==> src/rtl/adder_if_pkg.sv <==
// Shared widths and types for the handshaked adder block.
package adder_if_pkg;

    localparam int ADD_W_DEFAULT = 4;
    localparam int CNT_W         = 16;

    typedef logic [ADD_W_DEFAULT-1:0] operand_t;
    typedef logic [ADD_W_DEFAULT:0]   sum_t;

    // Zero-extended add at the default width; the MSB of the result is the carry.
    function automatic sum_t add_ext(input operand_t x, input operand_t y);
        return {1'b0, x} + {1'b0, y};
    endfunction

endpackage

==> src/rtl/adder_if_unit_if.sv <==
// Operand-in / sum-out handshake bundle. The master drives operands and
// accepts results; the slave is the adder unit.
interface adder_if_unit_if
    import adder_if_pkg::*;
#(
    parameter int W = ADD_W_DEFAULT
);

    logic         in_valid;
    logic         in_ready;
    logic [W-1:0] a;
    logic [W-1:0] b;
    logic         out_valid;
    logic         out_ready;
    logic [W:0]   out;
    logic         carry;

    modport master (
        output in_valid, a, b, out_ready,
        input  in_ready, out_valid, out, carry
    );

    modport slave (
        input  in_valid, a, b, out_ready,
        output in_ready, out_valid, out, carry
    );

endinterface

==> src/rtl/adder_if_unit_core.sv <==
// Pure combinational widening adder: the sum is one bit wider than the
// operands so it can never overflow.
module adder_core
    import adder_if_pkg::*;
#(
    parameter int W = ADD_W_DEFAULT
) (
    input  logic [W-1:0] a,
    input  logic [W-1:0] b,
    output logic [W:0]   sum
);

    // Extend both operands before adding so the carry lands in sum[W].
    always_comb begin
        sum = {1'b0, a} + {1'b0, b};
    end

endmodule

==> src/rtl/adder_if_unit.sv <==
// Registered adder with valid/ready on both sides. A single output register
// stage gives one-cycle latency and full throughput: a new sum can be loaded
// in the same edge the old one is handed off.
module adder_if_unit
    import adder_if_pkg::*;
#(
    parameter int W = ADD_W_DEFAULT
) (
    input  logic             clk,
    input  logic             rst_n,
    adder_if_unit_if.slave   bus,
    output logic [CNT_W-1:0] txn_count
);

    logic [W:0]       sum_next;
    logic [W:0]       out_reg;
    logic             carry_reg;
    logic             out_valid_reg;
    logic [CNT_W-1:0] txn_count_reg;
    logic             accept;
    logic             xfer;

    adder_core #(.W(W)) u_core (
        .a   (bus.a),
        .b   (bus.b),
        .sum (sum_next)
    );

    // Ready whenever the output slot is empty or is being drained this edge;
    // held low while reset is asserted.
    assign bus.in_ready = rst_n && (!out_valid_reg || bus.out_ready);
    assign accept       = bus.in_valid && bus.in_ready;
    assign xfer         = out_valid_reg && bus.out_ready;

    // Output register: load on accept, otherwise hold the last sum (not cleared on drain).
    always_ff @(posedge clk or negedge rst_n) begin
        if (!rst_n) begin
            out_reg       <= '0;
            carry_reg     <= 1'b0;
            out_valid_reg <= 1'b0;
        end else begin
            if (accept) begin
                out_reg   <= sum_next;
                carry_reg <= sum_next[W];
            end
            if (accept) begin
                out_valid_reg <= 1'b1;
            end else if (xfer) begin
                out_valid_reg <= 1'b0;
            end
        end
    end

    // Completed output transfers, wrapping naturally at the counter width.
    always_ff @(posedge clk or negedge rst_n) begin
        if (!rst_n) begin
            txn_count_reg <= '0;
        end else if (xfer) begin
            txn_count_reg <= txn_count_reg + 1'b1;
        end
    end

    assign bus.out       = out_reg;
    assign bus.carry     = carry_reg;
    assign bus.out_valid = out_valid_reg;
    assign txn_count     = txn_count_reg;

endmodule

==> src/flat_wrapper.sv <==
// flat-port wrapper written by rule: the top's interface ports become plain ports
module adder_if_unit_flat import adder_if_pkg::*;
#(
    parameter int W = ADD_W_DEFAULT
)
  (clk, rst_n, txn_count, bus_in_valid, bus_a, bus_b, bus_out_ready, bus_in_ready, bus_out_valid, bus_out, bus_carry);
  adder_if_unit_if #(.W(W)) bus_i ();
  input  logic clk;
  input  logic rst_n;
  output logic [CNT_W-1:0] txn_count;
  input wire logic [$bits(bus_i.in_valid)-1:0] bus_in_valid;
  input wire logic [$bits(bus_i.a)-1:0] bus_a;
  input wire logic [$bits(bus_i.b)-1:0] bus_b;
  input wire logic [$bits(bus_i.out_ready)-1:0] bus_out_ready;
  output wire logic [$bits(bus_i.in_ready)-1:0] bus_in_ready;
  output wire logic [$bits(bus_i.out_valid)-1:0] bus_out_valid;
  output wire logic [$bits(bus_i.out)-1:0] bus_out;
  output wire logic [$bits(bus_i.carry)-1:0] bus_carry;
  assign bus_i.in_valid = bus_in_valid;
  assign bus_i.a = bus_a;
  assign bus_i.b = bus_b;
  assign bus_i.out_ready = bus_out_ready;
  assign bus_in_ready = bus_i.in_ready;
  assign bus_out_valid = bus_i.out_valid;
  assign bus_out = bus_i.out;
  assign bus_carry = bus_i.carry;
  adder_if_unit #(.W(W)) u_core (.clk(clk), .rst_n(rst_n), .bus(bus_i), .txn_count(txn_count));
endmodule
==> config.mk <==
export PLATFORM = sky130hd
export DESIGN_NAME = adder_if_unit_flat
export DESIGN_NICKNAME = d
export VERILOG_FILES = /design/src/rtl/adder_if_pkg.sv /design/src/rtl/adder_if_unit_if.sv /design/src/rtl/adder_if_unit_core.sv /design/src/rtl/adder_if_unit.sv /design/src/flat_wrapper.sv
export SDC_FILE = /design/constraint.sdc
export NUM_CORES = 1
export LEC_CHECK = 0
export BUFFER_PORTS_ARGS = -buffer_cell sky130_fd_sc_hd__buf_2
export CAP_MARGIN = 20
export CORE_MARGIN = 2
export CORE_UTILIZATION = 39
export DETAILED_ROUTE_END_ITERATION = 6
export PLACE_DENSITY = 0.67
export SYNTH_ARGS = -nofsm -noshare
export SYNTH_HDL_FRONTEND = slang
export SYNTH_SLANG_ARGS = --single-unit
export TNS_END_PERCENT = 100
==> constraint.sdc <==
create_clock -name clk -period 1.35 [get_ports clk]
set_clock_uncertainty 0.2 [all_clocks]
set_input_delay 0 -clock clk [delete_from_list [all_inputs] [get_ports clk]]
set_output_delay 0 -clock clk [all_outputs]
set_load 0.005 [all_outputs]
==> results.ini, run 1 <==
[floorplanning]
core_area_mm2=0.00269
ios=36
die-area_mm2=0.00322
die_x_um=56.7
die_h_um=56.7
rows=19
start_util_pct=40.3

[pwr]
p_sw_w=0.000681
switching_share_pct=32.9
power.internal_w=0.00139
power_frac_comb_pct=43.8
power_frac_clock_pct=14.2
ir_drop_mv=0.906
leakagePower_nw=0.989
powerDensity_mw_per_mm2=1160
power.total_w=0.00207
p_seq_share_pct=41.9

[status]
outcome=finished with violations
violations=hold timing, setup timing

[placement]
pre_cts_ws_ns=-0.119
dpl.hpwl_um=1800
place_congestion=0.827
io_buffers=35

[cts]
htree_num_levels=1
holdBufCountCts=8
cts.sinks=22
tritoncts=done
numCtsBuffers=3
clockBufferDepth=2
clock_latency_ns=0.31
clkTransAtPathRegs_ns=0.13
cts_root_buf=clkbuf_4

[sta]
hold_ws_ns=-0.0690
drv_slew=0
layout_setup_ws_ns=-0.196
worst_pin_slew_ns=0.365
hold_viol=1
fin_crit_ns=1.55
rsz0062_at_grt=yes
finalCritPeriodShare_pct=115
max_freq_mhz=647
slew_headroom_pct=75.7
setup_viol=15

[synth]
synthSimpleGateAreaFrac_pct=18.8
synthAdderAreaFrac_pct=7.62
synth-compound-area-share_pct=4.16
synth_seq_cells=22
yosysSeqAreaShare_pct=50.8
synthesis.nets=111
synth_top_cell_area_share_pct=50.8
synth_area_mm2=0.00108
yosys.area.top_type=dfrtp_1
ys_warn_count=0
synth_cells=93
synth_area_per_cell_um2=11.7
ys_types=26
synth.area.top_cells=dfrtp_1 51%, xnor2_1 7.3%, xor2_1 6.5%, ha_1 5.8%, nand2_1 3.8%
synthXorXnorAreaFrac_pct=13.7
synth_top_family_by_area=simple AND/OR/NAND/NOR gates
synth_mux_area_share_pct=2.08

[drt]
wl_per_cell_um=13.5
antenna_left=0
via_per_inst=4.72
num_vias=930
drcViolationCount=0
drt-total-wl_um=2670
drt_first_pass_iters=4
drt_iter0_markers=19

[grt]
grt_use_total_pct=17.3
antenna_found_initial=0
grt-ovfl-total=0
grt_pass1_wl_um=4200
grt_max_degree=15
grt_pass1_vias=961

[hold_path]
worstHoldPathType=primary input to flop

[setup_path]
worstPathRequired_ns=1.34
start_kind=flop
endpoint_kind=flop
arrival_ns=1.53
path_max_fanout=4
crit_type=flop to flop

[flow_run]
maxCapViolCount=0

[final_layout]
antenna_cells=0
drive_gt1_share_pct=51.8
area_growth_syn_to_layout_pct=64.4
num-nets-final=186
largest_register_ff_count=16

through the flow:
stage | hold WS, ns | setup TNS (ns) | cell area [um2] | utilization [%] | instances
final | -0.0690 | -1.71 | 1780 | 66.3 | 197
after global routing | -0.0521 | -2.88 | 1780 | 66.3 | 197
after floorplan | -0.496 | -0.523 | 1090 | - | 93
after detailed placement | -0.216 | -0.794 | 1460 | 54.2 | 179
after CTS | -0.0725 | -1.01 | 1680 | 62.7 | 194
after global placement | -0.212 | -0.503 | 1460 | 54.2 | 179
timing repair:
action | in CTS | in global routing
buffers inserted | 4 | 6
gates cloned | 0 | 1
setup endpoints to repair | 17 | 29
resized for setup | 17 | 17
pin swaps | 17 | 11
hold endpoints to repair | 34 | 1
per-layer routing:
layer | wire (um) | up-vias | GRT usage (%)
li1 | - | 451 | -
met5 | 0 | - | 0
met1 | 1070 | 442 | 20.4
met4 | 68 | 0 | 10.2
met2 | 1410 | 31 | 29.6
met3 | 112 | 6 | 2.76
worst max-delay path: stages (launching register included):
cell and delay [ns]:
dfrtp_1 0.41, nand4_1 0.25, nor4_4 0.29, nand3_1 0.14, xnor2_1 0.14
power groups by stage:
stage                     sequential, W  combinational [W]  clock [W]
after floorplan                0.000910           0.000224          0
after global placement         0.000867           0.000587          0
after detailed placement       0.000877           0.000603          0
after CTS                      0.000863           0.000751   0.000303
after global routing           0.000882           0.000977   0.000337
final                          0.000868           0.000908   0.000295
Yosys cell counts, drive strengths merged:
| library cell | instances |
|---|---|
| a21o | 2 |
| a21oi | 2 |
| and2 | 1 |
| and3 | 3 |
| buf | 1 |
| dfrtp | 22 |
| fa | 1 |
| ha | 5 |
| inv | 6 |
| mux2 | 2 |
| nand2 | 12 |
| nand2b | 1 |
| nand3 | 6 |
| nand4 | 1 |
| nor2 | 2 |
| nor3 | 3 |
| nor4 | 2 |
| o21ai | 4 |
| xnor2 | 9 |
| xor2 | 8 |
layout by cell type, fill, tap and decap left out, drive strengths merged, types with 4 or more instances in the layout:
| master | instances |
|---|---|
| ha | 5 |
| dfrtp | 22 |
| dlygate4sd3 | 7 |
| inv | 6 |
| xnor2 | 9 |
| o21ai | 4 |
| nand2 | 12 |
| buf | 63 |
| xor2 | 8 |
| nand3 | 6 |
logic make-up after synthesis:
| kind of cell | after synthesis |
|---|---|
| compound gates | 8 |
| xor+xnor | 17 |
| fa+ha+maj | 6 |
| buf+inv | 7 |
| flops | 22 |
| mux | 2 |
| simple gates | 31 |
final timing paths:
check                                     startpoint  slack, ns                   end  cells past startpoint
worst max-delay path             u_core.txn_count[1]      -0.20  u_core.txn_count[13]                      4
worst min-delay path                        bus_a[1]      -0.07     u_core.bus.out[1]                      4
worst max register to register   u_core.txn_count[1]      -0.20  u_core.txn_count[13]                      4
worst min register to register  u_core.txn_count[15]       0.28  u_core.txn_count[15]                      1
max in group asynchronous                      rst_n       0.41  u_core.txn_count[14]                      4
min in group asynchronous                      rst_n       0.04   u_core.txn_count[7]                      3
layout make-up:
cell class                 count  area [um2]
multi-input combinational     64         611
inverter                       6        22.5
fill                         225         905
clock buffer                   3        22.5
timing repair buffer          71         537
tap                           31        38.8
sequential                    22         551
Power figures use the tool's default switching activity.
==> run 2: changes to the inputs <==
- PLACE_DENSITY: 0.67 -> unset
- clock period: 1.35 -> 1.8 ns (I/O delays scaled with it)
==> run 2 against run 1 <==
  * The run now ends clean
  * Critical endpoint is now u_core.bus.out[0]
  * Sequential share of layout area increased by 7.3 points
  * Final cell count shrank 12%
  * First-iteration DRC count is 63% lower
==> results.ini, run 2 (synthesis results as in run 1) <==
[setup_path]
path_max_fanout=1
worstPathRequired_ns=1.80
crit_path_max_incr_delay_ns=0.54
start_kind=primary input
crit_slowest_cell=dlygate4sd3_1
path_common_cell=dlygate4sd3_1
crit_type=primary input to flop
arrival_ns=1.73
endpoint_kind=flop
worstPathCellList=dlygate4sd3_1 -> buf_2 -> ha_1 -> dlygate4sd3_1 -> mux2_1

[grt]
grt-ovfl-total=0
grt_max_degree=24
grt_use_total_pct=14.6
antenna_found_initial=0
grt_pass1_wl_um=3590
grt_pass1_vias=815

[pwr]
p_sw_w=0.000390
power_frac_clock_pct=21.2
powerDensity_mw_per_mm2=876
ir_drop_mv=0.534
switching_share_pct=30.9
p_seq_share_pct=53.0
power.internal_w=0.000872
power.total_w=0.00126
leakagePower_nw=0.782
power_frac_comb_pct=25.8

[drt]
met1_length_um=940
routed.top_layer=met4
drt_iter0_markers=7
wl_per_cell_um=11.8
met2WireLength_um=996
drt_first_pass_iters=4
num_vias=808
antenna_left=0
drt-total-wl_um=2050
dr_wl_met3_um=87
via_per_inst=4.64
drcViolationCount=0

[floorplanning]
die_x_um=56.7
die_h_um=56.7
core_area_mm2=0.00269
start_util_pct=40.3
die-area_mm2=0.00322
rows=19
ios=36

[final_layout]
antenna_cells=0
final_cell_mix=35 x buf_2, 22 x dfrtp_1, 11 x nand2_1, 10 x dlygate4sd3_1, 9 x xnor2_1
fillers=264
area_growth_syn_to_layout_pct=33.0
utilization_pct=53.7
largest_register_ff_count=16
final_common_cell=buf_2
drive_gt1_share_pct=34.3
num-nets-final=162
final_cells=174

[cts]
tritoncts=done
post_cts_buffers=0
clockBufferDepth=2
htree_num_levels=1
clock_latency_ns=0.30
cts_root_buf=clkbuf_4
cts.sinks=22
numCtsBuffers=3
clkTransAtPathRegs_ns=0.12

[placement]
place_inst=160
io_buffers=35
dpl.hpwl_um=1560
place_congestion=0.740

[status]
outcome=finished clean

[sta]
max_freq_mhz=577
rsz0062_at_grt=no
drv_slew=0
fin_crit_ns=1.73
setup_tns_ns=0
hold_ws_ns=0.00869
setup_viol=0
finalCritPeriodShare_pct=96.3
hold_viol=0
slew_headroom_pct=77.4
worst_pin_slew_ns=0.337

[flow_run]
maxCapViolCount=0

[hold_path]
worstHoldPathType=primary input to flop

run 2: critical path: cells and delay by family:
kind | cells | cell delay, ns
adder cells (fa/ha/maj) | 1 | 0.25
buffers and inverters | 3 | 1.19
multiplexers | 1 | 0.27
run 2: power by group through the flow:
stage                     registers [W]  clock network, W  logic (W)
after floorplan                0.000682                 0   0.000164
after global placement         0.000674                 0   0.000308
after detailed placement       0.000680                 0   0.000312
after CTS                      0.000670          0.000283   0.000335
after global routing           0.000681          0.000307   0.000368
final                          0.000669          0.000268   0.000326
run 2: final cells by class:
class / instances / area (um2) / share of cell area [%]
clock buffers: 4 / 36.3 / 2.52
inverters: 6 / 22.5 / 1.56
multi-input cells: 64 / 503 / 34.9
flip-flops and latches: 22 / 551 / 38.2
well taps: 31 / 38.8 / 2.69
repair buffers: 47 / 290 / 20.1
run 2: per-stage QoR:
stage | worst slack [ns] | instance area [um2]
6_report | 0.0669 | 1440
5_1_grt | 0.0206 | 1440
4_1_cts | 0.0432 | 1450
3_5_place_dp | 0.162 | 1310
3_3_place_gp | 0.232 | 1310
2_1_floorplan | 0.265 | 1080
run 2: routing by layer:
metal / vias up / global-route usage, %
li1: 409 / -
met1: 375 / 17.3
met2: 22 / 25.2
met3: 2 / 1.84
met4: 0 / 8.16
met5: - / 0
run 2: timing repair:
action	in CTS	in global routing
hold buffers	11	0
endpoints found under the hold margin	36	0
gates resized for setup	0	1
endpoints found under the setup margin	0	2
run 2: final timing paths:
check	start	endpoint	slack, ns	cells past startpoint
min in group asynchronous	rst_n	u_core.txn_count[15]	0.04	3
max in group asynchronous	rst_n	u_core.bus.carry	1.13	3
hold reg to reg	u_core.txn_count[15]	u_core.txn_count[15]	0.28	1
setup / recovery	bus_a[0]	u_core.bus.out[0]	0.07	5
hold / removal	bus_b[2]	u_core.bus.out[2]	0.009	4
setup reg to reg	u_core.txn_count[0]	u_core.txn_count[12]	0.15	5
==> run 3: changes to the inputs <==
- RECOVER_POWER: unset -> 100
- REMOVE_ABC_BUFFERS: unset -> 1
==> run 3 against run 2 <==
  * Register-to-register slack got worse by 0.02 ns
  * Worst setup slack worse by 0.027 ns
  * Clock power up 4%
  * Routed wire length is 2.8% higher
  * Critical endpoint is now u_core.bus.out[2]
  * Largest cell class unchanged
==> results.ini, run 3 (synthesis results as in run 1) <==
[status]
outcome=finished clean

[setup_path]
path_max_fanout=3
arrival_ns=1.76
start_kind=primary input
path_common_cell=dlygate4sd3_1
worstPathCellList=dlygate4sd3_1 -> buf_2 -> ha_1 -> dlygate4sd3_1 -> xor2_1 -> o21ai_1
worstPathRequired_ns=1.80
path_delay_family=buffers and inverters
cp_num_buf_inv=3
crit_type=primary input to flop
crit_slowest_cell=dlygate4sd3_1
crit_path_max_incr_delay_ns=0.58
endpoint_kind=flop

[cts]
clkTransAtPathRegs_ns=0.12
numCtsBuffers=3
clockBufferDepth=2
cts_root_buf=clkbuf_4
htree_num_levels=1
cts.sinks=22
tritoncts=done
clock_latency_ns=0.31

[pwr]
power_frac_comb_pct=25.1
p_seq_share_pct=52.9
p_sw_w=0.000397
power.internal_w=0.000868
leakagePower_nw=0.736
power_frac_clock_pct=22.0
ir_drop_mv=0.479
powerDensity_mw_per_mm2=887
switching_share_pct=31.4

[grt]
grt_use_total_pct=15.1
grt_max_degree=24
grt_pass1_wl_um=3720
grt-ovfl-total=0
grt_pass1_vias=853
antenna_found_initial=0

[floorplanning]
ios=36
die-area_mm2=0.00322
rows=19
die_h_um=56.7
die_x_um=56.7
start_util_pct=40.3
core_area_mm2=0.00269

[drt]
drcViolationCount=0
antenna_left=0
num_vias=815
drt-total-wl_um=2110
via_per_inst=4.63
drt_first_pass_iters=4
drt_iter0_markers=9
wl_per_cell_um=12.0

[flow_run]
maxCapViolCount=0

[placement]
place_congestion=0.769
place_inst=160
io_buffers=35
pre_cts_ws_ns=0.194
dpl.hpwl_um=1530

[final_layout]
final_cells=176
drive_gt1_share_pct=24.8
multi_input_area_um2=484
regArea_um2=551
final_common_cell=buf_2
area_growth_syn_to_layout_pct=31.6
largest_register_ff_count=16
fillers=264
final_cell_mix=25 x buf_2, 22 x dfrtp_1, 12 x dlygate4sd3_1, 11 x nand2_1
antenna_cells=0
num-nets-final=164

[sta]
setup_tns_ns=0
max_freq_mhz=568
hold_viol=0
worst_pin_slew_ns=0.481
fin_crit_ns=1.76
rsz0062_at_grt=no
slew_headroom_pct=67.6
drv_slew=0
finalCritPeriodShare_pct=97.8
layout_setup_ws_ns=0.0403
setup_viol=0

[hold_path]
worstHoldPathType=primary input to flop

run 3: changes by cell type in the layout (fill, tap and decap cells not counted), moves of 2 or more:
cell	previous run	this run
buf_2	35	25
clkbuf_1	0	9
buf_1	0	2
dlygate4sd3_1	10	12
run 3: layout make-up:
class | instances | share of cell area, %
Tap cell | 31 | 2.72
Multi-Input combinational cell | 64 | 33.9
Timing Repair Buffer | 49 | 20.6
Sequential cell | 22 | 38.6
Clock buffer | 4 | 2.54
Inverter | 6 | 1.58
run 3: power by group through the flow:
| stage | combinational [W] | sequential (W) | clock [W] |
|---|---|---|---|
| final | 0.000318 | 0.000669 | 0.000278 |
| after floorplan | 0.000157 | 0.000683 | 0 |
| after global placement | 0.000307 | 0.000675 | 0 |
| after global routing | 0.000360 | 0.000689 | 0.000311 |
| after detailed placement | 0.000319 | 0.000679 | 0 |
| after CTS | 0.000343 | 0.000670 | 0.000291 |
run 3: path summary, 6_finish.rpt:
kind	startpoint	endpoint	slack, ns	cells after the start
hold / removal	bus_b[2]	u_core.bus.out[3]	0.02	5
setup / recovery	bus_a[2]	u_core.bus.out[2]	0.04	6
hold reg to reg	u_core.txn_count[15]	u_core.txn_count[15]	0.28	1
min in group asynchronous	rst_n	u_core.txn_count[8]	0.10	3
setup reg to reg	u_core.txn_count[2]	u_core.txn_count[15]	0.13	4
max in group asynchronous	rst_n	u_core.bus.out[3]	1.07	3
run 3: stage by stage:
| stage | area (um2) | hold WS (ns) | power (W) | util, % |
|---|---|---|---|---|
| floorplan | 1080 | -0.496 | 0.000840 | - |
| global placement | 1310 | -0.150 | 0.000982 | 48.6 |
| detailed placement | 1310 | -0.141 | 0.000998 | 48.6 |
| CTS | 1460 | 0.0236 | 0.00130 | 54.4 |
| global route | 1430 | 0.0815 | 0.00136 | 53.1 |
| finish | 1430 | 0.0244 | 0.00127 | 53.1 |
run 3: layer usage:
layer / vias up / wire, um / global-route usage [%]
met1: 378 / 903 / 18.3
li1: 415 / - / -
met5: - / 0 / 0
met4: 0 / 27 / 8.16
met2: 20 / 1090 / 25.2
met3: 2 / 92 / 2.76
run 3: repair_timing:
action	CTS	global route
hold buffers	12	0
setup buffers	0	0
gates resized for setup	0	1
endpoints found under the setup margin	0	1
endpoints found under the hold margin	36	0
run 3: worst register-to-register path: stages (launching register included):
cell,delay [ns]
dfrtp_1,0.46
nand2_4,0.10
nor4_2,0.50
nand3_1,0.16
xnor2_1,0.15
